--- config.mk ---
export PLATFORM = sky130hd
export DESIGN_NAME = des3_job_sequencer_flat
export DESIGN_NICKNAME = d
export VERILOG_FILES = /design/src/rtl/des3_job_sequencer_if.sv /design/src/rtl/des3_job_sequencer.sv /design/src/flat_wrapper.sv
export SDC_FILE = /design/constraint.sdc
export NUM_CORES = 1
export LEC_CHECK = 0
export CORE_ASPECT_RATIO = 0.6
export CORE_MARGIN = 2
export CORE_UTILIZATION = 23
export CTS_CLUSTER_DIAMETER = 150
export DETAILED_ROUTE_END_ITERATION = 16
export PLACE_DENSITY = 0.38
export SLEW_MARGIN = 20
export SYNTH_ARGS = -nofsm -noshare
export SYNTH_HDL_FRONTEND = slang
export SYNTH_SLANG_ARGS = --single-unit
export TNS_END_PERCENT = 10
--- constraint.sdc ---
create_clock -name clk -period 4.7 [get_ports clk]
set_input_delay 0.94 -clock clk [delete_from_list [all_inputs] [get_ports clk]]
set_output_delay 0.94 -clock clk [all_outputs]
set_load 0.01 [all_outputs]
--- src/rtl/des3_job_sequencer_if.sv ---
// Wishbone B3 bus between the job sequencer (master) and the des3 register slave.
interface des3_job_sequencer_if;
  logic [31:0] wbm_adr_o;
  logic [31:0] wbm_dat_o;
  logic [3:0]  wbm_sel_o;
  logic        wbm_cyc_o;
  logic        wbm_stb_o;
  logic        wbm_we_o;
  logic [31:0] wbm_dat_i;
  logic        wbm_ack_i;
  logic        wbm_err_i;

  modport master (
    output wbm_adr_o, wbm_dat_o, wbm_sel_o, wbm_cyc_o, wbm_stb_o, wbm_we_o,
    input  wbm_dat_i, wbm_ack_i, wbm_err_i
  );

  modport slave (
    input  wbm_adr_o, wbm_dat_o, wbm_sel_o, wbm_cyc_o, wbm_stb_o, wbm_we_o,
    output wbm_dat_i, wbm_ack_i, wbm_err_i
  );
endinterface

--- src/rtl/des3_job_sequencer.sv ---
// Runs one 3DES job on the des3 slave: write key/block/ctrl, poll status, read result.
// Every transfer is one strobe cycle followed by one idle cycle; a state change takes
// one extra idle cycle, so a cache-hit job with one poll returns 15 cycles after accept.
module des3_job_sequencer #(
  parameter logic [31:0] BASE_ADDR = 32'h0000_0000,
  parameter int unsigned MAX_POLLS = 256,
  parameter int unsigned KEY_CACHE = 1
) (
  input  logic          clk,
  input  logic          rst_sys,
  input  logic          job_valid,
  output logic          job_ready,
  input  logic [191:0]  job_key,
  input  logic [63:0]   job_data,
  input  logic          job_decrypt,
  output logic          res_valid,
  input  logic          res_ready,
  output logic [63:0]   res_data,
  output logic [1:0]    res_err,
  des3_job_sequencer_if.master wbm
);

  localparam int unsigned PollW = $clog2(MAX_POLLS + 1);

  typedef enum logic [2:0] {StIdle, StWrite, StPoll, StRead, StDone} state_e;

  state_e             state_q, state_d;
  logic [3:0]         idx_q, idx_d;
  logic               stb_q, stb_d;
  logic [PollW-1:0]   polls_q, polls_d;
  logic [191:0]       key_q, key_d;
  logic [63:0]        data_q, data_d;
  logic               dec_q, dec_d;
  logic [191:0]       cache_key_q, cache_key_d;
  logic               cache_vld_q, cache_vld_d;
  logic [63:0]        res_data_q, res_data_d;
  logic [1:0]         res_err_q, res_err_d;
  logic               ack_ok, err_hit, cache_hit;

  // err wins over ack; both are ignored while no strobe is out
  assign err_hit   = stb_q & wbm.wbm_err_i;
  assign ack_ok    = stb_q & wbm.wbm_ack_i & ~wbm.wbm_err_i;
  assign cache_hit = (KEY_CACHE != 0) && cache_vld_q && (job_key == cache_key_q);

  // State and datapath registers, synchronous reset
  always_ff @(posedge clk) begin
    if (rst_sys) begin
      state_q     <= StIdle;
      idx_q       <= '0;
      stb_q       <= 1'b0;
      polls_q     <= '0;
      key_q       <= '0;
      data_q      <= '0;
      dec_q       <= 1'b0;
      cache_key_q <= '0;
      cache_vld_q <= 1'b0;
      res_data_q  <= '0;
      res_err_q   <= 2'b00;
    end else begin
      state_q     <= state_d;
      idx_q       <= idx_d;
      stb_q       <= stb_d;
      polls_q     <= polls_d;
      key_q       <= key_d;
      data_q      <= data_d;
      dec_q       <= dec_d;
      cache_key_q <= cache_key_d;
      cache_vld_q <= cache_vld_d;
      res_data_q  <= res_data_d;
      res_err_q   <= res_err_d;
    end
  end

  // Next-state: transfer completion on ack/err, next transfer or state change in idle cycle
  always_comb begin
    state_d     = state_q;
    idx_d       = idx_q;
    stb_d       = stb_q;
    polls_d     = polls_q;
    key_d       = key_q;
    data_d      = data_q;
    dec_d       = dec_q;
    cache_key_d = cache_key_q;
    cache_vld_d = cache_vld_q;
    res_data_d  = res_data_q;
    res_err_d   = res_err_q;
    unique case (state_q)
      StIdle: begin
        if (job_valid) begin
          key_d      = job_key;
          data_d     = job_data;
          dec_d      = job_decrypt;
          res_data_d = '0;
          res_err_d  = 2'b00;
          idx_d      = cache_hit ? 4'd6 : 4'd0;
          stb_d      = 1'b0;
          state_d    = StWrite;
        end
      end
      StWrite, StPoll, StRead: begin
        if (err_hit) begin
          stb_d       = 1'b0;
          res_err_d   = 2'b01;
          cache_vld_d = 1'b0;
          state_d     = StDone;
        end else if (ack_ok) begin
          stb_d = 1'b0;
          if (state_q == StWrite) begin
            idx_d = idx_q + 4'd1;
            if (idx_q == 4'd8) begin
              cache_key_d = key_q;
              cache_vld_d = 1'b1;
              polls_d     = '0;
            end
          end else if (state_q == StPoll) begin
            // idx 0: poll again, 1: status done, 2: poll budget exhausted
            if (wbm.wbm_dat_i[0]) begin
              idx_d = 4'd1;
            end else begin
              polls_d = polls_q + PollW'(1);
              idx_d   = (polls_q + PollW'(1) == PollW'(MAX_POLLS)) ? 4'd2 : 4'd0;
            end
          end else begin
            if (idx_q == 4'd0) res_data_d[63:32] = wbm.wbm_dat_i;
            else               res_data_d[31:0]  = wbm.wbm_dat_i;
            idx_d = idx_q + 4'd1;
          end
        end else if (!stb_q) begin
          if (state_q == StWrite) begin
            if (idx_q == 4'd9) begin
              state_d = StPoll;
              idx_d   = 4'd0;
            end else begin
              stb_d = 1'b1;
            end
          end else if (state_q == StPoll) begin
            if (idx_q == 4'd0) begin
              stb_d = 1'b1;
            end else if (idx_q == 4'd1) begin
              state_d = StRead;
              idx_d   = 4'd0;
            end else begin
              res_err_d = 2'b10;
              state_d   = StDone;
            end
          end else begin
            if (idx_q == 4'd2) state_d = StDone;
            else               stb_d   = 1'b1;
          end
        end
      end
      StDone: begin
        if (res_ready) state_d = StIdle;
      end
      default: state_d = StIdle;
    endcase
  end

  // Outputs: bus fields are decoded from stable registers and forced to zero without strobe
  always_comb begin
    job_ready     = (state_q == StIdle);
    res_valid     = (state_q == StDone);
    res_data      = res_data_q;
    res_err       = res_err_q;
    wbm.wbm_cyc_o = stb_q;
    wbm.wbm_stb_o = stb_q;
    wbm.wbm_sel_o = stb_q ? 4'hF : 4'h0;
    wbm.wbm_we_o  = stb_q && (state_q == StWrite);
    wbm.wbm_adr_o = '0;
    wbm.wbm_dat_o = '0;
    if (stb_q) begin
      if (state_q == StWrite) begin
        wbm.wbm_adr_o = BASE_ADDR + {26'b0, idx_q, 2'b00};
        if (idx_q < 4'd6)       wbm.wbm_dat_o = key_q[191 - 32 * int'(idx_q) -: 32];
        else if (idx_q == 4'd6) wbm.wbm_dat_o = data_q[63:32];
        else if (idx_q == 4'd7) wbm.wbm_dat_o = data_q[31:0];
        else                    wbm.wbm_dat_o = {30'b0, dec_q, 1'b1};
      end else if (state_q == StPoll) begin
        wbm.wbm_adr_o = BASE_ADDR + 32'h24;
      end else if (state_q == StRead) begin
        wbm.wbm_adr_o = BASE_ADDR + 32'h28 + {26'b0, idx_q, 2'b00};
      end
    end
  end

endmodule

--- src/flat_wrapper.sv ---
// flat-port wrapper written by rule: the top's interface ports become plain ports
module des3_job_sequencer_flat 
#(
  parameter logic [31:0] BASE_ADDR = 32'h0000_0000,
  parameter int unsigned MAX_POLLS = 256,
  parameter int unsigned KEY_CACHE = 1
)
  (clk, rst_sys, job_valid, job_ready, job_key, job_data, job_decrypt, res_valid, res_ready, res_data, res_err, wbm_wbm_adr_o, wbm_wbm_dat_o, wbm_wbm_sel_o, wbm_wbm_cyc_o, wbm_wbm_stb_o, wbm_wbm_we_o, wbm_wbm_dat_i, wbm_wbm_ack_i, wbm_wbm_err_i);
  des3_job_sequencer_if wbm_i ();
  input  logic clk;
  input  logic rst_sys;
  input  logic job_valid;
  output logic job_ready;
  input  logic [191:0] job_key;
  input  logic [63:0] job_data;
  input  logic job_decrypt;
  output logic res_valid;
  input  logic res_ready;
  output logic [63:0] res_data;
  output logic [1:0] res_err;
  output wire logic [$bits(wbm_i.wbm_adr_o)-1:0] wbm_wbm_adr_o;
  output wire logic [$bits(wbm_i.wbm_dat_o)-1:0] wbm_wbm_dat_o;
  output wire logic [$bits(wbm_i.wbm_sel_o)-1:0] wbm_wbm_sel_o;
  output wire logic [$bits(wbm_i.wbm_cyc_o)-1:0] wbm_wbm_cyc_o;
  output wire logic [$bits(wbm_i.wbm_stb_o)-1:0] wbm_wbm_stb_o;
  output wire logic [$bits(wbm_i.wbm_we_o)-1:0] wbm_wbm_we_o;
  input wire logic [$bits(wbm_i.wbm_dat_i)-1:0] wbm_wbm_dat_i;
  input wire logic [$bits(wbm_i.wbm_ack_i)-1:0] wbm_wbm_ack_i;
  input wire logic [$bits(wbm_i.wbm_err_i)-1:0] wbm_wbm_err_i;
  assign wbm_wbm_adr_o = wbm_i.wbm_adr_o;
  assign wbm_wbm_dat_o = wbm_i.wbm_dat_o;
  assign wbm_wbm_sel_o = wbm_i.wbm_sel_o;
  assign wbm_wbm_cyc_o = wbm_i.wbm_cyc_o;
  assign wbm_wbm_stb_o = wbm_i.wbm_stb_o;
  assign wbm_wbm_we_o = wbm_i.wbm_we_o;
  assign wbm_i.wbm_dat_i = wbm_wbm_dat_i;
  assign wbm_i.wbm_ack_i = wbm_wbm_ack_i;
  assign wbm_i.wbm_err_i = wbm_wbm_err_i;
  des3_job_sequencer #(.BASE_ADDR(BASE_ADDR), .MAX_POLLS(MAX_POLLS), .KEY_CACHE(KEY_CACHE)) u_core (.clk(clk), .rst_sys(rst_sys), .job_valid(job_valid), .job_ready(job_ready), .job_key(job_key), .job_data(job_data), .job_decrypt(job_decrypt), .res_valid(res_valid), .res_ready(res_ready), .res_data(res_data), .res_err(res_err), .wbm(wbm_i));
endmodule
# Word level (Yosys, flattened, before mapping)
# Cells that the tools add are included.
# op_classes
n_reduce_logical	20
eq_ne	36
n_mux	72
bitwise	5
n_addsub	4
n_lt_le_gt_ge	1
shifts	1
# ops
cell	n
32-bit two-way mux	11
64-bit two-way mux	5
223-bit by 32-bit variable part select with 32-bit output	1
192-bit equality test	1
64-bit case mux with 2 select lines	1
4-bit two-way mux	13
3-bit two-way mux	12
9-bit two-way mux	4
7-bit AND reduction	3
2-bit two-way mux	9
8-bit AND reduction	2
1-bit two-way mux	13
2-bit by 1-bit inequality test with 1-bit output, second input constant	5
2-bit inequality test, second input constant	5
2-bit nonzero test	5
8-bit by 9-bit subtractor with 10-bit output, first input constant	1
9-bit by 1-bit adder with 9-bit output, second input constant	1
9-bit equality test, second input constant	1
3-bit by 2-bit inequality test with 1-bit output, second input constant	3
3-bit inequality test, second input constant	3
3-bit case mux with 3 select lines	1
4-bit by 3-bit equality test with 1-bit output, second input constant	2
4-bit equality test, second input constant	2
4-bit by 1-bit inequality test with 1-bit output, second input constant	2
26 further kinds	33
# word_totals
reg_bits	533
out_inout_bits	139
word_cells	151

# Longest topological paths before layout
# logic_depth
word_depth	9
depth_mapped	12
mapped_depth_nobuf	8

# Worst setup path after synthesis
# OpenSTA, ideal clock, no wires.
# synth_path
kind	reg2out
startpoint	register u_core.idx_q[0]
endpoint	output port wbm_wbm_dat_o[10]
path_buffers	4
required_time_ps	3760
stages_incl_launch_ff	12
setup_slack_ps	1133
arrival_ps	2627
path_cell_list	dfxtp_1 > buf_2 > buf_2 > buf_1 > inv_1 > ha_1 > nor4b_1 > clkbuf_1 > a22oi_1 > nor2_1 > a21oi_1 > nor2_1
# synth_via
elab_chain_cells	6
elab_cells_between_ends	10
classes_between	1 x add/sub; 1 x order compare; 2 x eq/ne; 1 x shift; 5 x mux
# synth_rtl
element	line_no	rtl
start, declared	des3_job_sequencer.sv:28	logic [3:0] idx_q, idx_d;
start signal, assigned	des3_job_sequencer.sv:61	idx_q <= idx_d;
parallel branches: the longest is 3 deep, another holds 8-bit by 9-bit subtractor with 10-bit output	-	
32-bit two-way mux (*)	des3_job_sequencer.sv:174	if (idx_q < 4'd6) wbm.wbm_dat_o = key_q[191 - 32 * int'(idx_q) -: 32];
32-bit two-way mux (*)	des3_job_sequencer.sv:172	if (state_q == StWrite) begin
32-bit two-way mux (*)	des3_job_sequencer.sv:171	if (stb_q) begin
end, declared	flat_wrapper.sv:22	output wire logic [$bits(wbm_i.wbm_dat_o)-1:0] wbm_wbm_dat_o;
# Mark *: on every way between the ends.

# Worst setup path after layout
# layout_path
startpoint	register u_core.idx_q[2]
endpoint	output port wbm_wbm_dat_o[20]
# Same word-level chain as after synthesis.

==> metrics.txt <==
root buffer cell=clkbuf_16; I/O pin count=434; Final Cell Area=31000 µm²; #FFs+latches synth=533; Worst-Margin Slew=0.958 ns; Critical Path RT=3.76 ns; warnings from Yosys=0; dpl hpwl=94000 µm; post-synth cell types=62; area fraction of the dominant cell type after synthesis=44.6%; CTS Buf Count=57; setup violators final=0; status=finished clean; Power Density=436 nW/µm²; first-pass GRT wire length=172000 µm; gr ovfl total=0; vias post-DR=23000; RSZ-0062 raised after global routing=false; top cells by count, synth=nand2_1, a21oi_1, dfxtp_1; Fin. Hold Viols=0; Placement Cell Area=29200 µm²; Worst path max stage delay=0.54 ns; CP Class=register to primary output; die footprint=107000 µm²; count of final max-slew check failures=0; WL/cell=25.8 µm; crit-path max FO=22; post-synthesis sequential area ratio=44.6%; dominant cell type by area after synthesis=dfxtp_1; Rel. slew slack=35.7%; fin nets=3703; total power=0.0135 W; Tcrit/Tclk final=95.5%; vias per inst=4.75; Syn Area/Cell=7.69 µm²; Total Neg Setup Slack=0 ns; Post-CTS Hold Buffers=0; Iteration-0 DRC Markers=2665; # DRC=0; FMAX=0.223 GHz; Rows=91; Fill cells=11100; layout overhead on the synthesized area=29.8%; top post-synthesis cells by area=dfxtp_1, nand2_1, a21oi_1, mux4_2, xor2_1; ys async rst share=0%; die height=254 µm; worst hold path type=register to register; number of synthesized flops with an enable pin=0; critical-path cell with the highest stage delay=mux4_2; # clock sinks=533; Worst Setup Start Kind=register; worst path cell trace=ha_4 > buf_12 > mux4_2 > nand2_1 > o21ai_0 > a21oi_1 > nor2_1 > clkdlybuf4s50_1; largest net degree at the start of global routing=121; ys flop type=dfxtp_1; Placed Cells=4738; Lkg Pwr=10.3 nW; Critical Path AT=3.55 ns; initial core utilization=23.2%; final cell count without fillers=4845; core area=103000 µm²; share of cells above drive strength 1=5.64%; Die Width=420 µm; clk buf depth=3; reg2reg setup slack=1.91 ns; synthesized instance count=3112; CTS tree=built; Clock Latency Late Sink=0.66 ns; buffers added on ports=406; Peak VDD IR=0.284 mV; min Tclk post-route=4.49 ns; vias in the first global route=21300; Total Wirelength=125000 µm; H-Tree Level Count=2; TritonRoute pass-1 iters=6; ANT nets after route=0; most frequent cell after synthesis=nand2_1; Reg clk slew, reported paths=0.06 ns; skew final=0.0334 ns; initial antenna violation count=48; synthesized area=23900 µm²; MaxCap Viol Count=0; GPL Wtd Cong=0.955; GRT Overall Usage=22.6%; CP Capture Type=primary output
## where the power goes
part           switching, W  total, W  internal [W]
registers          0.000564   0.00553       0.00496
clock network       0.00207   0.00460       0.00253
logic               0.00219   0.00342       0.00122
## per-layer routing
metal / up-vias / GRT usage [%] / wire length (µm)
met3: 121 / 5.13 / 10700
met2: 811 / 33.4 / 53500
met5: - / 0 / 28
met1: 11200 / 33.8 / 59000
li1: 10900 / - / -
met4: 4 / 3.36 / 1550
## stage by stage
stage          setup WS [ns]  hold slack (ns)  utilization [%]
6_report               0.211            0.454             30.2
5_1_grt               0.0286            0.462             30.1
4_1_cts               0.0728            0.455             30.1
3_5_place_dp           0.616            0.447             28.4
3_3_place_gp           0.666            0.443             28.4
2_1_floorplan           1.13            0.436                -
## layout make-up
class                   instances  area, µm²  share of cell area, %
clock inverters                13        145                  0.468
repair buffers                462       4700                   15.1
diodes                          9       22.5                 0.0725
multi-input cells            2275      11800                   38.1
well taps                    1395       1750                   5.62
inverters                      73        274                  0.883
clock buffers                  85       1650                   5.32
flip-flops and latches        533      10700                   34.4
## critical path: cells and delay by family, from the launching register on
family | cells | cell delay, ns
adder cells (fa/ha/maj) | 1 | 0.48
buffers and inverters | 2 | 0.77
flip-flops | 1 | 0.42
multiplexers | 1 | 0.54
AND/OR/NAND/NOR | 2 | 0.13
AO/OA/AOI/OAI | 2 | 0.52
## layout by cell type (no fill, tap or decap), drive strengths merged, types with 34 or more instances in the layout
cell type / instances
dfxtp: 533
xor2: 58
o21ai: 48
clkdlybuf4s50: 405
xnor2: 57
mux2i: 34
nand3: 70
inv: 76
nand2: 1013
a22oi: 35
clkbuf: 85
nor2: 96
a21oi: 565
buf: 57
## registers in the layout (all words and copies together) (netlist names)
register              cells
u_core.cache_key_q      192
u_core.key_q            192
u_core.data_q            64
u_core.res_data          64
u_core.polls_q            9
u_core.idx_q              4
u_core.state_q            3
u_core.res_err            2
u_core.cache_vld_q        1
u_core.dec_q              1
u_core.wbm.wbm_cyc_o      1
## path summary, 6_finish.rpt
| path | start | end | cells past startpoint |
|---|---|---|---|
| max | u_core.idx_q[2] | wbm_wbm_dat_o[20] | 8 |
| min | u_core.res_data[31] | u_core.res_data[31] | 2 |
| min reg2reg | u_core.res_data[31] | u_core.res_data[31] | 2 |
| max reg2reg | u_core.cache_key_q[14] | u_core.idx_q[1] | 8 |
## repair_timing
action / 4_1_cts / 5_1_grt
setup endpoints to repair: 5 / 3
hold endpoints to repair: 0 / 0
setup buffers: 0 / 0
gates resized for setup: 1 / 2
## cell families after synthesis
| family | share of synthesized area [%] |
|---|---|
| compound gates | 16.9 |
| xor+xnor | 4.21 |
| fa+ha+maj | 0.314 |
| buf+inv | 6.65 |
| flops | 44.6 |
| mux | 4.44 |
| other cells | 0.0157 |
| simple gates | 22.9 |
Note: power is estimated with default switching activity, not from simulation.
